### src/rtl/snake_pkg.sv
// Shared state encoding, BCD digit type and default step periods for the
// snake game controller.
package snake_pkg;

  typedef enum logic [1:0] {
    ST_IDLE  = 2'd0,
    ST_CLEAR = 2'd1,
    ST_PLAY  = 2'd2,
    ST_OVER  = 2'd3
  } state_e;

  typedef logic [3:0] bcd_t;

  localparam int unsigned TICK_SLOW_DEF = 5_000_000;
  localparam int unsigned TICK_FAST_DEF = 2_500_000;

endpackage

### src/rtl/bcd2_counter.sv
// Two-digit BCD counter with synchronous clear and increment, saturating at 99.
module bcd2_counter
  import snake_pkg::*;
(
  input  logic clk_i,
  input  logic rst_i,
  input  logic clr_i,
  input  logic inc_i,
  output bcd_t tens_o,
  output bcd_t units_o
);

  bcd_t tens_q, tens_d;
  bcd_t units_q, units_d;

  always_comb begin
    tens_d  = tens_q;
    units_d = units_q;
    if (clr_i) begin
      tens_d  = '0;
      units_d = '0;
    end else if (inc_i && !(tens_q == 4'd9 && units_q == 4'd9)) begin
      if (units_q == 4'd9) begin
        units_d = '0;
        tens_d  = tens_q + 4'd1;
      end else begin
        units_d = units_q + 4'd1;
      end
    end
  end

  always_ff @(posedge clk_i) begin
    if (rst_i) begin
      tens_q  <= '0;
      units_q <= '0;
    end else begin
      tens_q  <= tens_d;
      units_q <= units_d;
    end
  end

  assign tens_o  = tens_q;
  assign units_o = units_q;

endmodule

### src/rtl/snake_game_ctrl.sv
// Snake game control FSM: step timing, BCD score/high score, status LEDs.
// Optional pause support is compiled in with `define SNAKE_CTRL_PAUSE_EN.
module snake_game_ctrl
  import snake_pkg::*;
#(
  parameter int unsigned TICK_SLOW = TICK_SLOW_DEF,
  parameter int unsigned TICK_FAST = TICK_FAST_DEF
) (
  input  logic       clk,
  input  logic       reset,
  input  logic       start,
`ifdef SNAKE_CTRL_PAUSE_EN
  input  logic       pause,
`endif
  input  logic       mode_fast,
  input  logic       eat,
  input  logic       collide,
  input  logic       high_clr,
  output logic       move_tick,
  output logic       clear_req,
  output logic [1:0] state,
  output logic [3:0] score1,
  output logic [3:0] score0,
  output logic [3:0] high1,
  output logic [3:0] high0,
  output logic       g_over,
  output logic       led_red,
  output logic       led_green,
  output logic       led_blue
);

  localparam int unsigned CNT_W = (TICK_SLOW > 2) ? $clog2(TICK_SLOW) : 1;
  localparam logic [CNT_W-1:0] SLOW_M1 = CNT_W'(TICK_SLOW - 1);
  localparam logic [CNT_W-1:0] FAST_M1 = CNT_W'(TICK_FAST - 1);

  state_e           state_q, state_d;
  logic [CNT_W-1:0] cnt_q, cnt_d;
  logic [CNT_W-1:0] lim_m1;
  logic [7:0]       high_q, high_d;
  logic             tick_hit;
  logic             act;
  logic             run_ok;
  logic             score_clr, score_inc;
  bcd_t             sc_tens, sc_units;

  logic move_tick_q, move_tick_d;
  logic clear_req_q, clear_req_d;
  logic g_over_q, g_over_d;
  logic led_r_q, led_r_d, led_g_q, led_g_d, led_b_q, led_b_d;

  // act gates eat/collide; run_ok gates the step counter (counts on the
  // un-pausing cycle, holds on the pausing cycle).
`ifdef SNAKE_CTRL_PAUSE_EN
  logic paused_q, paused_d;

  always_comb begin
    paused_d = 1'b0;
    if (state_q == ST_PLAY) paused_d = paused_q ^ pause;
  end

  assign act    = (state_q == ST_PLAY) && !paused_q && !pause;
  assign run_ok = !paused_d;

  always_ff @(posedge clk) begin
    if (reset) paused_q <= 1'b0;
    else       paused_q <= paused_d;
  end
`else
  assign act    = (state_q == ST_PLAY);
  assign run_ok = 1'b1;
`endif

  always_ff @(posedge clk) begin
    if (reset) state_q <= ST_IDLE;
    else       state_q <= state_d;
  end

  always_comb begin
    state_d = state_q;
    unique case (state_q)
      ST_IDLE:  if (start) state_d = ST_CLEAR;
      ST_CLEAR: state_d = ST_PLAY;
      ST_PLAY:  if (collide && act) state_d = ST_OVER;
      ST_OVER:  if (start) state_d = ST_CLEAR;
      default:  state_d = ST_IDLE;
    endcase
  end

  assign lim_m1 = mode_fast ? FAST_M1 : SLOW_M1;

  always_comb begin
    cnt_d    = cnt_q;
    tick_hit = 1'b0;
    if (state_d == ST_CLEAR) begin
      cnt_d = '0;
    end else if (state_q == ST_PLAY && state_d == ST_PLAY && run_ok) begin
      if (cnt_q >= lim_m1) begin
        tick_hit = 1'b1;
        cnt_d    = '0;
      end else begin
        cnt_d = cnt_q + 1'b1;
      end
    end
  end

  always_comb begin
    move_tick_d = tick_hit;
    clear_req_d = (state_d == ST_CLEAR);
    g_over_d    = (state_d == ST_OVER);
    led_r_d     = (state_d == ST_OVER) || (state_d == ST_IDLE);
    led_g_d     = ((state_d == ST_PLAY) && !mode_fast) || (state_d == ST_IDLE);
    led_b_d     = ((state_d == ST_PLAY) && mode_fast) || (state_d == ST_IDLE);
  end

  assign score_clr = (state_d == ST_CLEAR);
  assign score_inc = eat && act && !collide;

  bcd2_counter u_score (
    .clk_i   (clk),
    .rst_i   (reset),
    .clr_i   (score_clr),
    .inc_i   (score_inc),
    .tens_o  (sc_tens),
    .units_o (sc_units)
  );

  // BCD ordering matches binary ordering, so the packed digits compare directly.
  always_comb begin
    high_d = high_q;
    if (high_clr) begin
      high_d = '0;
    end else if (state_q == ST_PLAY && state_d == ST_OVER &&
                 {sc_tens, sc_units} > high_q) begin
      high_d = {sc_tens, sc_units};
    end
  end

  always_ff @(posedge clk) begin
    if (reset) begin
      cnt_q       <= '0;
      high_q      <= '0;
      move_tick_q <= 1'b0;
      clear_req_q <= 1'b0;
      g_over_q    <= 1'b0;
      led_r_q     <= 1'b1;
      led_g_q     <= 1'b1;
      led_b_q     <= 1'b1;
    end else begin
      cnt_q       <= cnt_d;
      high_q      <= high_d;
      move_tick_q <= move_tick_d;
      clear_req_q <= clear_req_d;
      g_over_q    <= g_over_d;
      led_r_q     <= led_r_d;
      led_g_q     <= led_g_d;
      led_b_q     <= led_b_d;
    end
  end

  assign state     = state_q;
  assign score1    = sc_tens;
  assign score0    = sc_units;
  assign high1     = high_q[7:4];
  assign high0     = high_q[3:0];
  assign move_tick = move_tick_q;
  assign clear_req = clear_req_q;
  assign g_over    = g_over_q;
  assign led_red   = led_r_q;
  assign led_green = led_g_q;
  assign led_blue  = led_b_q;

endmodule

### config.mk
export PLATFORM = sky130hd
export DESIGN_NAME = snake_game_ctrl
export DESIGN_NICKNAME = d
export VERILOG_FILES = /design/src/rtl/snake_pkg.sv /design/src/rtl/bcd2_counter.sv /design/src/rtl/snake_game_ctrl.sv
export SDC_FILE = /design/constraint.sdc
export NUM_CORES = 1
export LEC_CHECK = 0
export ABC_AREA = 1
export CORE_ASPECT_RATIO = 0.9
export CORE_MARGIN = 3
export CORE_UTILIZATION = 40
export CTS_CLUSTER_DIAMETER = 50
export DETAILED_ROUTE_END_ITERATION = 16
export SLEW_MARGIN = 0
export SYNTH_ARGS = -nofsm -noshare
export SYNTH_HDL_FRONTEND = slang
export SYNTH_HIERARCHICAL = 1
export SYNTH_SLANG_ARGS = --single-unit
### constraint.sdc
create_clock -name clk -period 2.7 [get_ports clk]
set_input_delay 0.54 -clock clk [delete_from_list [all_inputs] [get_ports clk]]
set_output_delay 0.54 -clock clk [all_outputs]
set_load 0.05 [all_outputs]
* Word level (Yosys, flattened, before mapping)
Index checks and enable logic that the tools add are counted.
Word-level totals: word-level logic and storage cells 55, bits of input ports 7, output and inout bits 24, bits in registers 47
Cells by class: equal/unequal tests 8, muxes and demuxes 7, reductions and logical operators 23, bitwise logic cells 1, add/sub/neg operators 3, magnitude comparators 2
Operators with widths (number):
- 2-to-1 mux 23 bit | 2
- adder 23 x 1 -> 23 bit, second input constant | 1
- >= comparator 23 bit | 1
- logical AND 1 bit | 10
- adder 4 x 1 -> 4 bit, second input constant | 2
- == test 2 bit, second input constant | 4
- == test 4 bit, second input constant | 2
- > comparator 8 bit | 1
- case mux 2 bit (3 select lines) | 1
- OR reduction 2 bit | 3
- == test 2 x 1 -> 1 bit, second input constant | 2
- logical NOT 2 bit | 2
- 2-to-1 mux 2 bit | 2
- 2-to-1 mux 4 bit | 1
- logical NOT 1 bit | 3
- logical OR 1 bit | 3
- OR reduction 3 bit | 1
- AND reduction 2 bit | 1
- 2-to-1 mux 1 bit | 1
- NOT 1 bit | 1

* Depth between registers and ports, before layout
depth after elaboration 8, mapped depth 16, depth with buffers taken out 16

* Hierarchy
The synthesis kept the hierarchy.
By module, submodules not included:
- snake_game_ctrl | seq. area each 780.7 sq um, times used 1, cells an instance 364, area each 2462.4 sq um
- bcd2_counter | seq. area each 160.2 sq um, times used 1, cells an instance 63, area each 454.2 sq um

* Worst setup path after synthesis
Ideal clock, no wire load.
path kind register -> register, start register state_q[0], in the netlist state[0], end register cnt_q[15], library setup time 116 ps, data arrival time 2383 ps, slack 202 ps, clock period less this slack 2498 ps, stages on the path, launching flop included 15, required time 2584 ps, path buffers 0, path through dfxtp_1 -> inv_1 -> ha_1 -> o21ai_0 -> a21oi_1 -> inv_1 -> ha_1 -> nand2_4 -> clkinv_2 -> nand2_4 -> nor2_4 -> nand3_2 -> nor2_4 -> xor2_1 -> nor2_1
Between the ends: cells in the longest elaborated chain, start to end 6, elaborated cells on any way between the ends 13, classes of those cells eq/ne (5); mux (3); reduce/logical (5)
Ends and longest elaborated chain:
- start: declaration | RTL line snake_game_ctrl.sv:36 | state_e state_q, state_d;
- start signal: assignment | RTL line snake_game_ctrl.sv:75 | else state_q <= state_d;
- == test 2 bit | RTL line snake_game_ctrl.sv:69, snake_game_ctrl.sv:80
- logical AND 1 bit | RTL line snake_game_ctrl.sv:83 | ST_PLAY: if (collide && act) state_d = ST_OVER;
- 2-to-1 mux 2 bit | RTL line snake_game_ctrl.sv:83
- case mux 2 bit (3 select lines) (*) | RTL line snake_game_ctrl.sv:80 | unique case (state_q)
- net state_d[0] | RTL line snake_game_ctrl.sv:36
- == test 2 x 1 -> 1 bit or == test 2 bit (tied branches) | RTL line snake_game_ctrl.sv:94, snake_game_ctrl.sv:96
- OR reduction 2 bit (no line) or logical AND 1 bit (tied branches)
- end signal: assignment | RTL line snake_game_ctrl.sv:149 | cnt_q <= cnt_d;
- end: declaration | RTL line snake_game_ctrl.sv:37 | logic [CNT_W-1:0] cnt_q, cnt_d;
Mark *: on every way through the listed nets, which the timed path passes. The rest lies on a longest branch. A chain may end at the register's enable or synchronous reset.

* Worst setup path after layout
Same ends and word-level chain as after synthesis.

==> qor.yml <==
fill_cells: 713
ys_seq_elements: 47
nets: 498
via_count: 2574
detail_route.wl_per_cell_um: 11.5
hold_viol_final: 0
worstMarginPinSlew_ns: 0.637
status: "complete, no violations"
rows: 28
critPathSlowestCell: "dfxtp_1"
cts_setup_buffers: 0
cts_tree: "built"
place_ws_ns: 0.00658
io_pins: 31
numPortBuffers: 30
relSlewSlack: 0.574
rr_startpoint: "state[0]"
grt_pass1_vias: 2395
finalMaxSlewViolations: 0
yosysWarnings: 6
synth-seq-area-share: 0.323
hpwl_um: 5080
powerDensity_nw_per_um2: 513
grt_setup_unrepaired: "no"
p_leak_nw: 1.53
route.detailed.drc: 0
die_h_um: 87.0
cts-root-buf: "clkbuf_8"
syn_nets: 463
worst_setup_hold_path_clk_slew_ns: 0.09
crit_path_start_kind: "flip-flop"
ctsHoldBuffers: 0
fin_ws_ns: 0.290
clock_skew_ns: 0.00275
maxCapViolations: 0
synthArstFlopShare: 0
globalplace.congestion: 0.881
synth.avg_cell_area_sq_um: 6.83
antenna_found_initial: 0
synth_top_area_frac: 0.323
ir_worst_vdd_uv: 304
fmax_mhz: 415
htree_levels: 2
finalPower_mw: 1.77
slowest_delay_ns: 0.40
synth.distinct_cells: 32
die_area_sq_um: 8350
die_width_um: 96.0
endpoint_kind: "flip-flop"
hold_path_depth: 2
reg2reg_to: "cnt_q[15]"
wl_um: 6360
synth_most_common_cell: "nand2_1"
period_share: 0.893
synth.top_cells.by_count: "nand2_1, nor2_1, inv_1, dfxtp_1, ha_1"
min_path_type: "reg -> reg"
synth_ff_type: "dfxtp_1"
first_pass_iters: 4
hold_end: "high_q[1]"
rr_worst_depth: 14
worstPathRequired_ns: 2.90
postPlaceCellArea_sq_um: 3350
yosysTopAreaCell: "dfxtp_1"
track_usage: 0.167
worstHoldStart: "high_q[1]"
crit_chain: "inv_1 > ha_1 > o21ai_0 > a21oi_1 > inv_1 > ha_1 > nand2_4 > clkinv_2 > nand2_4 > nor2_4 > nand3_2 > nor2_4 > xor2_1 > nor2_1"
start_util: 0.427
syn_area_sq_um: 2920
clk_latency_ns: 0.30
path_buf_inv: 3
viasPerCell: 4.65
fin_crit_ns: 2.41
critical_path.max_fanout: 9
fin_setup_tns_ns: 0
area_growth_pct: 18.4
core-area_sq_um: 6830
grt_max_degree: 16
setup_viol: 0
arrival_ns: 2.61
syn_inst: 427
path_class: "reg -> reg"
finalInstanceArea_sq_um: 3450
final_antenna_net_count: 0
final_cells: 553
ff2ff_setup_slack_ns: 0.29
cts_buffer_depth: 2
place_inst: 545
grt_pass1_wl_um: 11200
crit_family: "simple AND/OR/NAND/NOR gates"
synthTopCellsByArea: "dfxtp_1, nand2_1, ha_1"
clock_sinks: 47
overflow: 0
drt_iter0_drc: 107
synth_edf_count: 0
numCtsBuffers: 5
drive_gt1_frac: 0.0778
antenna_cells: 0
## logic make-up after synthesis
kind of cell    after synthesis  share of synthesized area
xor+xnor                     10                     0.0300
flops                        47                      0.323
simple gates                232                      0.355
buf+inv                      75                      0.103
compound gates               34                     0.0652
fa+ha+maj                    29                      0.124
## sequential cells by signal (all words and copies together) (netlist names)
signal / cells
clear_req: 1
g_over: 1
cnt_q: 23
u_score/units_o: 4
led_blue: 1
u_score/tens_o: 4
led_green: 1
high_q: 8
led_red: 1
move_tick: 1
state: 2
## how the worst max path moves through the flow
| stage | cells after the start | start | endpoint |
|---|---|---|---|
| 3_5_place_dp | 12 | collide | cnt_q[12] |
| 4_1_cts | 13 | state[0] | cnt_q[12] |
| 3_3_place_gp | 12 | collide | cnt_q[12] |
| 6_report | 14 | state[0] | cnt_q[15] |
| 2_1_floorplan | 14 | state[0] | cnt_q[15] |
| 5_1_grt | 14 | state[0] | cnt_q[15] |
## layer usage
layer | global-route usage | up-vias | routed length, um
met5 | 0 | - | 0
met4 | 0.0310 | 0 | 29
li1 | - | 1407 | -
met2 | 0.267 | 32 | 2680
met1 | 0.234 | 1133 | 3400
met3 | 0.0328 | 2 | 245
## report_power, final
| group | switching, mW | internal (mW) | total [mW] |
|---|---|---|---|
| combinational | 0.378 | 0.207 | 0.585 |
| clock | 0.247 | 0.181 | 0.428 |
| sequential | 0.0230 | 0.736 | 0.759 |
## stage by stage
step                hold slack, ns  utilization
global route                 0.525        0.505
global placement             0.475        0.490
finish                       0.490        0.505
floorplan                    0.510            -
detailed placement           0.482        0.490
CTS                          0.496        0.503
## what timing repair did
action                                 CTS  global route
endpoints found under the hold margin    0             0
gates resized for setup                  0             3
setup endpoints to repair                0             3
## final cells by class
type | instances | area, sq um | area share
Clock buffer | 5 | 68.8 | 0.0199
Tap cell | 90 | 113 | 0.0326
Sequential cell | 47 | 941 | 0.273
Clock inverter | 3 | 20.0 | 0.00580
Multi-Input combinational cell | 305 | 1690 | 0.489
Timing Repair Buffer | 34 | 355 | 0.103
Inverter | 69 | 265 | 0.0768
## worst reg2reg max path: cells and delay by family (launching register included)
family,cells,cell delay (ns)
compound gates,2,0.21
flops,1,0.40
simple gates,6,0.70
fa+ha+maj,2,0.53
xor+xnor,1,0.15
buf+inv,3,0.33
## cell usage in the layout (no fill, tap or decap)
cell type and n:
ha_1 29, nor3_1 8, a31oi_1 1, buf_12 2, xor2_1 9, o21ai_0 11, buf_4 2, nand3_4 1
nand3_1 27, a21boi_0 4, nor3b_1 1, nand3_2 5, inv_2 2, clkinv_1 1, dfxtp_1 47, or2_2 1
nand2_4 2, nand2_2 4, nor2_2 2, clkinv_4 1, inv_1 64, nor3_2 2, clkbuf_8 5, clkdlybuf4s50_1 30
o22ai_1 3, xnor2_1 1, nand2_1 99, clkinv_2 2, clkinvlp_4 2, nor2_4 3, nand4_1 7, a21o_1 2
a21oi_1 13, nor2_1 70
(Power assumes the default switching activity.)
